## config.mk

```make
export PLATFORM = sky130hd
export DESIGN_NAME = subtract_and_restore
export DESIGN_NICKNAME = d
export VERILOG_FILES = /design/src/rtl/reorder_pkg.sv /design/src/rtl/prefix_diff.sv /design/src/rtl/subtract_and_restore.sv
export SDC_FILE = /design/constraint.sdc
export NUM_CORES = 1
export LEC_CHECK = 0
export ABC_AREA = 1
export CELL_PAD_IN_SITES_DETAIL_PLACEMENT = 0
export CELL_PAD_IN_SITES_GLOBAL_PLACEMENT = 2
export CORE_ASPECT_RATIO = 1.4
export CORE_MARGIN = 1
export CORE_UTILIZATION = 30
export CTS_BUF_LIST = sky130_fd_sc_hd__clkbuf_4
export DETAILED_ROUTE_END_ITERATION = 10
export GPL_ROUTABILITY_DRIVEN = 0
export PLACE_DENSITY_LB_ADDON = 0.25
export SLEW_MARGIN = 20
export SYNTH_ARGS = -nofsm -noshare
export SYNTH_HDL_FRONTEND = slang
export SYNTH_SLANG_ARGS = --single-unit
```

## constraint.sdc

```tcl
create_clock -name clk -period 3.4 [get_ports clk]
set_clock_uncertainty 0.05 [all_clocks]
set_input_delay 0.68 -clock clk [delete_from_list [all_inputs] [get_ports clk]]
set_output_delay 0.68 -clock clk [all_outputs]
set_load 0.1 [all_outputs]
```

## src/rtl/reorder_pkg.sv

```systemverilog
// ============================================================================
// Module      : reorder_pkg
// Description : Shared definitions for the reorder/add (forward) block and
//               the subtract_and_restore (inverse) block. Holds the frame
//               geometry defaults and the two-state FSM encoding.
// Revision    : 1.0 - initial release
// ============================================================================
`default_nettype none

package reorder_pkg;

  // Default frame geometry: elements per frame, data width, index width
  localparam int unsigned C_N  = 9;
  localparam int unsigned C_DW = 8;
  localparam int unsigned C_IW = 4;

  // Frame FSM: gather beats, then present the restored frame
  typedef enum logic [0:0] {
    ST_COLLECT = 1'b0,
    ST_EMIT    = 1'b1
  } state_e;

endpackage : reorder_pkg

`default_nettype wire

```

## src/rtl/prefix_diff.sv

```systemverilog
// ============================================================================
// Module      : prefix_diff
// Description : Recovers one element from a running (prefix) sum.
//               A zero sum after the first beat marks a restart of the
//               running sum, so the element is taken as 0 rather than
//               as a wrapped difference.
// Ports       : cur   - running sum at the current position
//               prev  - running sum at the previous position
//               first - current beat is the first of the frame
//               x     - recovered element
// Revision    : 1.0 - initial release
// ============================================================================
`default_nettype none

module prefix_diff #(
  parameter int unsigned DW = 8
) (
  input  logic [DW-1:0] cur,
  input  logic [DW-1:0] prev,
  input  logic          first,
  output logic [DW-1:0] x
);

  always_comb begin
    if (first) begin
      x = cur;
    end else if (cur == '0) begin
      x = '0;
    end else begin
      // Modulo-2^DW difference; the borrow is intentionally dropped
      x = cur - prev;
    end
  end

endmodule : prefix_diff

`default_nettype wire

```

## src/rtl/subtract_and_restore.sv

```systemverilog
// ============================================================================
// Module      : subtract_and_restore
// Description : Collects N sum/index beats, recovers each element from the
//               running sum and scatters it into its destination slot, then
//               presents the restored frame until downstream accepts it.
// Ports       : clk, rst            - clock, asynchronous active-high reset
//               in_valid/in_ready   - beat handshake
//               in_sum, in_index    - running sum and destination slot
//               out_valid/out_ready - frame handshake
//               data_out0..8        - restored elements in original order
//               err                 - some beat of this frame had index >= N
// Revision    : 1.0 - initial release
// ============================================================================
`default_nettype none

module subtract_and_restore
  import reorder_pkg::*;
#(
  parameter int unsigned N  = C_N,
  parameter int unsigned DW = C_DW,
  parameter int unsigned IW = C_IW
) (
  input  logic          clk,
  input  logic          rst,
  input  logic          in_valid,
  output logic          in_ready,
  input  logic [DW-1:0] in_sum,
  input  logic [IW-1:0] in_index,
  output logic          out_valid,
  input  logic          out_ready,
  output logic [DW-1:0] data_out0,
  output logic [DW-1:0] data_out1,
  output logic [DW-1:0] data_out2,
  output logic [DW-1:0] data_out3,
  output logic [DW-1:0] data_out4,
  output logic [DW-1:0] data_out5,
  output logic [DW-1:0] data_out6,
  output logic [DW-1:0] data_out7,
  output logic [DW-1:0] data_out8,
  output logic          err
);

  localparam int unsigned C_CW   = $clog2(N + 1);
  localparam int unsigned C_NOUT = 9;  // number of data_out ports

  state_e          r_state;
  state_e          w_state_nxt;
  logic [C_CW-1:0] r_count;
  logic [DW-1:0]   r_prev;
  logic [DW-1:0]   r_slot [N];
  logic            r_err;

  logic            w_accept;
  logic            w_handoff;
  logic            w_last;
  logic            w_first;
  logic            w_idx_ok;
  logic [DW-1:0]   w_x;
  logic [DW-1:0]   w_out [C_NOUT];

  assign w_accept  = in_valid & in_ready;
  assign w_handoff = out_valid & out_ready;
  assign w_first   = (r_count == '0);
  assign w_last    = w_accept && (r_count == C_CW'(N - 1));
  assign w_idx_ok  = (32'(in_index) < N);

  prefix_diff #(
    .DW (DW)
  ) u_prefix_diff (
    .cur   (in_sum),
    .prev  (r_prev),
    .first (w_first),
    .x     (w_x)
  );

  // --------------------------------------------------------------------------
  // FSM: state register
  // --------------------------------------------------------------------------
  always_ff @(posedge clk or posedge rst) begin
    if (rst) begin
      r_state <= ST_COLLECT;
    end else begin
      r_state <= w_state_nxt;
    end
  end

  // --------------------------------------------------------------------------
  // FSM: next-state logic
  // --------------------------------------------------------------------------
  always_comb begin
    w_state_nxt = r_state;
    case (r_state)
      ST_COLLECT: if (w_last)    w_state_nxt = ST_EMIT;
      ST_EMIT:    if (w_handoff) w_state_nxt = ST_COLLECT;
      default:                   w_state_nxt = ST_COLLECT;
    endcase
  end

  // --------------------------------------------------------------------------
  // FSM: outputs. in_ready is low throughout EMIT, so no beat can be taken
  // in the handoff cycle.
  // --------------------------------------------------------------------------
  always_comb begin
    in_ready  = 1'b0;
    out_valid = 1'b0;
    case (r_state)
      ST_COLLECT: in_ready  = 1'b1;
      ST_EMIT:    out_valid = 1'b1;
      default: begin
        in_ready  = 1'b0;
        out_valid = 1'b0;
      end
    endcase
  end

  // --------------------------------------------------------------------------
  // Beat counter, previous sum, error flag and slot array. Handoff wipes the
  // frame so unwritten slots of the next frame read zero.
  // --------------------------------------------------------------------------
  always_ff @(posedge clk or posedge rst) begin
    if (rst) begin
      r_count <= '0;
      r_prev  <= '0;
      r_err   <= 1'b0;
      for (int i = 0; i < int'(N); i++) r_slot[i] <= '0;
    end else if (w_handoff) begin
      r_count <= '0;
      r_prev  <= '0;
      r_err   <= 1'b0;
      for (int i = 0; i < int'(N); i++) r_slot[i] <= '0;
    end else if (w_accept) begin
      r_count <= r_count + C_CW'(1);
      r_prev  <= in_sum;
      if (!w_idx_ok) r_err <= 1'b1;
      // Later beats overwrite earlier ones with the same index
      for (int i = 0; i < int'(N); i++) begin
        if (w_idx_ok && (in_index == IW'(i))) r_slot[i] <= w_x;
      end
    end
  end

  // Map slots onto the fixed set of output ports; ports beyond N read zero
  for (genvar gi = 0; gi < C_NOUT; gi++) begin : g_out
    if (gi < N) begin : g_used
      assign w_out[gi] = r_slot[gi];
    end else begin : g_unused
      assign w_out[gi] = '0;
    end
  end

  assign data_out0 = w_out[0];
  assign data_out1 = w_out[1];
  assign data_out2 = w_out[2];
  assign data_out3 = w_out[3];
  assign data_out4 = w_out[4];
  assign data_out5 = w_out[5];
  assign data_out6 = w_out[6];
  assign data_out7 = w_out[7];
  assign data_out8 = w_out[8];
  assign err       = r_err;

endmodule : subtract_and_restore

`default_nettype wire

```

* After elaboration in Yosys (flattened, before gate mapping)
Cells that the tools add are included.
Cells by class: $add $sub $neg 2, $lt $le $gt $ge 1, equality and inequality tests 10, multiplexer cells 25, bitwise logic cells 3, reductions and logical operators 33
Operators by type and width (number):
- 72-bit two-way mux | 2
- 8-bit two-way mux | 13
- 2-bit AND reduction | 10
- 2-bit nonzero test | 10
- 4-bit by 3-bit equality test with 1-bit output, second input constant | 4
- 1-bit logical AND | 10
- 4-bit by 2-bit equality test with 1-bit output, second input constant | 2
- 4-bit equality test, second input constant | 2
- 4-bit zero test | 2
- 8-bit zero test | 1
- 4-bit two-way mux | 2
- 8-bit subtractor | 1
- 1-bit two-way mux | 7
- 4-bit by 1-bit adder with 4-bit output, second input constant | 1
- 4-bit by 1-bit equality test with 1-bit output, second input constant | 1
- 4-bit < comparator, second input constant | 1
- 1-bit bitwise AND | 2
- 2-bit inequality test, second input constant | 1
- 1-bit case mux with 2 select lines | 1
- 1-bit inverter | 1
Storage, ports and cells: register bits after elaboration 86, input port bits 16, logic and storage cells 87

* Logic depth before layout (Yosys ltp)
depth in word-level cells 6, mapped depth 13, depth with buffers taken out 13

* Modules after synthesis
From an unflattened synthesis, not the netlist that was laid out.
Second synthesis, totals: cell total of the unflattened synthesis 521, area, all modules 4166.5 µm²
By module, submodules not included:
- subtract_and_restore | times used 1, cells an instance 433, area an instance 3701.0 µm²
- prefix_diff | times used 1, cells an instance 88, area an instance 465.4 µm²

* Worst setup path before layout
OpenSTA, ideal clock, no wires.
path type flip-flop to flip-flop, start register r_state, end register r_slot, in the netlist data_out4[7], arrival 2.402 ns, setup slack 0.828 ns, stages on the path, launching flop included 11, cells stage by stage dfrtp_1 -> inv_2 -> nand2_4 -> inv_2 -> buf_6 -> nand3b_2 -> inv_2 -> a21oi_4 -> inv_2 -> nand3_1 -> nand2_1
On the way: longest elaborated chain between the ends 4
RTL lines:
- start: declaration | RTL line subtract_and_restore.sv:46 | state_e r_state;
- start signal: assignment | RTL line subtract_and_restore.sv:83 | r_state <= w_state_nxt;
- 1-bit two-way mux | RTL line subtract_and_restore.sv:106 | case (r_state)
- net in_ready | RTL line subtract_and_restore.sv:26 | output logic in_ready,
- 1-bit bitwise AND | RTL line subtract_and_restore.sv:61 | assign w_accept = in_valid & in_ready;
- 2-bit nonzero test (no source line)
- 2-bit AND reduction (no source line)
- end signal: indexed assignment | RTL line subtract_and_restore.sv:137 | if (w_idx_ok && (in_index == IW'(i))) r_slot[i] <= w_x;
- end: declaration | RTL line subtract_and_restore.sv:50 | logic [DW-1:0] r_slot [N];
The timed path passes the listed nets, and every way through them passes these cells. A chain may end at the register's enable or synchronous reset.

* Final worst setup path
start input port in_sum[0], end register r_slot, in the netlist data_out0[6]
On the way: longest elaborated chain between the ends 6
RTL lines:
- start: declaration | RTL line subtract_and_restore.sv:27 | input logic [DW-1:0] in_sum,
- 8-bit subtractor or 8-bit zero test (tied branches) | RTL line prefix_diff.sv:31, prefix_diff.sv:27
- 8-bit two-way mux * | RTL line prefix_diff.sv:27 | end else if (cur == '0) begin
- 8-bit two-way mux * | RTL line prefix_diff.sv:25 | if (first) begin
- 8-bit two-way mux * | RTL line subtract_and_restore.sv:137
- 72-bit two-way mux * | RTL line subtract_and_restore.sv:131 | end else if (w_accept) begin
- 72-bit two-way mux * | RTL line subtract_and_restore.sv:126 | end else if (w_handoff) begin
Mark *: on every way between the ends. The rest lies on a longest branch, timed or not. The select of a mux whose other input is x is not followed.

==> impl_metrics.env <==
export IMPL_syn_avg_cell_area_um2=8.401
export IMPL_cts_root_buf="clkbuf_4"
export IMPL_netlist_instances=479
export IMPL_nNetsFinal=603
export IMPL_io_buffers=90
export IMPL_max_clock_freq_mhz=392.6
export IMPL_grt_pass1_vias=3447
export IMPL_design_area_um2=5104
export IMPL_final_period_utilization_pct=74.92
export IMPL_crit_top_cell="nand2_1"
export IMPL_critPathMaxFanout=9
export IMPL_grt_max_degree=79
export IMPL_synth_top_family_by_area="simple AND/OR/NAND/NOR gates"
export IMPL_grt_antenna_before_repair=1
export IMPL_cts_setup_buffers=0
export IMPL_required_ns=3.72
export IMPL_slew_limit_headroom_pct=45.78
export IMPL_ys_ff_latch=86
export IMPL_regArea_um2=2152
export IMPL_fillers=1389
export IMPL_synth_warning_count=0
export IMPL_drcViolationCount=0
export IMPL_finalHoldViolCount=0
export IMPL_netlist_area_um2=4024
export IMPL_tightest_slew_ns=0.8134
export IMPL_grt_overflow_total=0
export IMPL_synth_compound_area_share_pct=5.317
export IMPL_cts_resized=0
export IMPL_detail_route_antenna_nets=0
export IMPL_drv_cap=0
export IMPL_ys_seq_area_share_pct=53.48
export IMPL_fp_dieH_um=139.0
export IMPL_critPathSlowestCell="clkdlybuf4s50_1"
export IMPL_final_util_pct=39.45
export IMPL_status="finished clean"
export IMPL_start_util_pct=31.11
export IMPL_routed_via_density=4.595
export IMPL_synthAdderAreaFrac_pct=3.607
export IMPL_placed_cell_area_um2=4969
export IMPL_row_count=49
export IMPL_core_area_um2=12940
export IMPL_drt_pass1_iter_count=5
export IMPL_cts_tree="yes"
export IMPL_cp_start_kind="input pin"
export IMPL_hpwl_mm=8.201
export IMPL_htree_levels=3
export IMPL_grt_pass1_wl_mm=18.62
export IMPL_yosys_mux_area_fraction_pct=0
export IMPL_hold_class="flip-flop to flip-flop"
export IMPL_cp_end_kind="flip-flop"
export IMPL_wl_per_cell_um=15.49
export IMPL_finalCriticalPeriod_ns=2.547
export IMPL_syn_nets=506
export IMPL_final_common_cell="nand2_1"
export IMPL_cts_path_max_buffers=2
export IMPL_fin_cells=760
export IMPL_cp_data_arrival_time_ns=2.87
export IMPL_grt_usage_pct=17.70
export IMPL_setup_viol=0
export IMPL_ctsHoldBuffers=0
export IMPL_cts_buffers=9
export IMPL_worstSetupPathType="input pin to flip-flop"
export IMPL_drive_gt1_share_pct=21.51
export IMPL_vias=3492
export IMPL_synth_xor_area_share_pct=0.8706
export IMPL_die_area_um2=13890
export IMPL_wirelength_mm=11.77
export IMPL_slew_violations=0
export IMPL_path_cells="clkdlybuf4s50_1 -> inv_1 -> ha_1 -> inv_1 -> fa_1 -> nand2_1 -> nand2_1 -> nand3b_1 -> nand2_1 -> nand2_1 -> nand3_1 -> nand2_1 -> nand3_1 -> nand2_1"
export IMPL_drt_initial_drc_count=185
export IMPL_clock_sinks=86
export IMPL_ys_types=30
export IMPL_pin_count=91
export IMPL_yosys_area_share_simple_pct=31.13
export IMPL_clock_latency_ns=0.44
export IMPL_die_w_um=99.88
export IMPL_dp_cells=743
export IMPL_area_growth_pct=26.83
export IMPL_path_clk_slew_ns=0.13
export IMPL_layout_common_cells="185 x nand2_1, 86 x dfrtp_1, 84 x nand3_1"
export IMPL_multi_input_area_um2=1647
export IMPL_finalSetupTns_ns=0
export IMPL_slowest_delay_ns=0.40
export IMPL_grt_setup_unrepaired="no"
==> per-stage QoR <==
stage               setup slack [ns]  hold slack (ns)
floorplan                     0.4482           0.4234
global placement              0.3686           0.4139
detailed placement            0.3591           0.4167
CTS                           0.8301           0.4500
global route                  0.6786           0.4730
finish                        0.8528           0.4453
==> worst max-delay path, delay by kind of cell <==
kind / cells / cell delay, ns
adder cells (fa/ha/maj): 2 / 0.56
buffers and inverters: 3 / 0.59
AND/OR/NAND/NOR: 9 / 1.02
==> flip-flops by register name (all words and copies together), names as in the netlist <==
signal	cells
r_count	4
err	1
data_out1	8
data_out6	8
data_out5	8
data_out8	8
data_out4	8
data_out3	8
data_out2	8
r_prev	8
data_out7	8
data_out0	8
r_state	1
==> path summary, 6_finish.rpt <==
kind / cells past startpoint / startpoint / slack (ns) / end
setup / recovery: 14 / in_sum[0] / 0.85 / data_out0[6]
min in group asynchronous: 2 / rst / 0.60 / data_out1[2]
hold / removal: 2 / data_out7[7] / 0.45 / data_out7[7]
setup reg to reg: 8 / r_count[0] / 1.17 / data_out7[0]
hold reg to reg: 2 / data_out7[7] / 0.45 / data_out7[7]
max in group asynchronous: 3 / rst / 1.84 / data_out7[2]
==> cells in the mapped netlist (all sizes together) <==
cell | count | area, um2
nand2 | 191 | 737.0
dfrtp | 86 | 2152
nand3 | 84 | 420.4
inv | 48 | 182.7
o21ai | 14 | 85.08
nor2 | 12 | 50.05
ha | 10 | 125.1
a21oi | 6 | 63.81
o22ai | 6 | 50.04
buf | 5 | 27.52
clkbuf | 4 | 15.01
nand3b | 3 | 26.27
xnor2 | 3 | 26.28
nand4 | 2 | 12.51
a31oi | 1 | 6.260
fa | 1 | 20.02
o32ai | 1 | 8.760
or2 | 1 | 6.260
xor2 | 1 | 8.760
==> logic make-up (layout without fill, tap and decap cells) <==
kind of cell | count (synthesis) | count (layout)
xor gates and xnor gates | 4 | 4
other | 0 | 1
AOI/OAI and AO/OA | 28 | 28
and+or+nand+nor | 293 | 293
adders and majority gates | 11 | 11
DFF | 86 | 86
buffers and inverters | 57 | 159
==> per-layer routing <==
metal	vias to the layer above	wire length, um	global-route usage (%)
li1	1732	-	-
met1	1670	5104	21.53
met2	82	6047	31.00
met3	8	474	2.873
met4	0	145	6.656
met5	-	0	0
==> final cells by class <==
class                   count  share of cell area (%)
multi-input cells         336                   32.26
clock inverters             5                  0.9806
diodes                      1                 0.04903
repair buffers             95                   14.95
clock buffers              11                   1.618
inverters                  48                   3.604
well taps                 178                   4.364
flip-flops and latches     86                   42.17
Power is left out: the tool's default activity adds up to more than one toggle a clock period on the data nets, which glitch-free logic cannot reach.
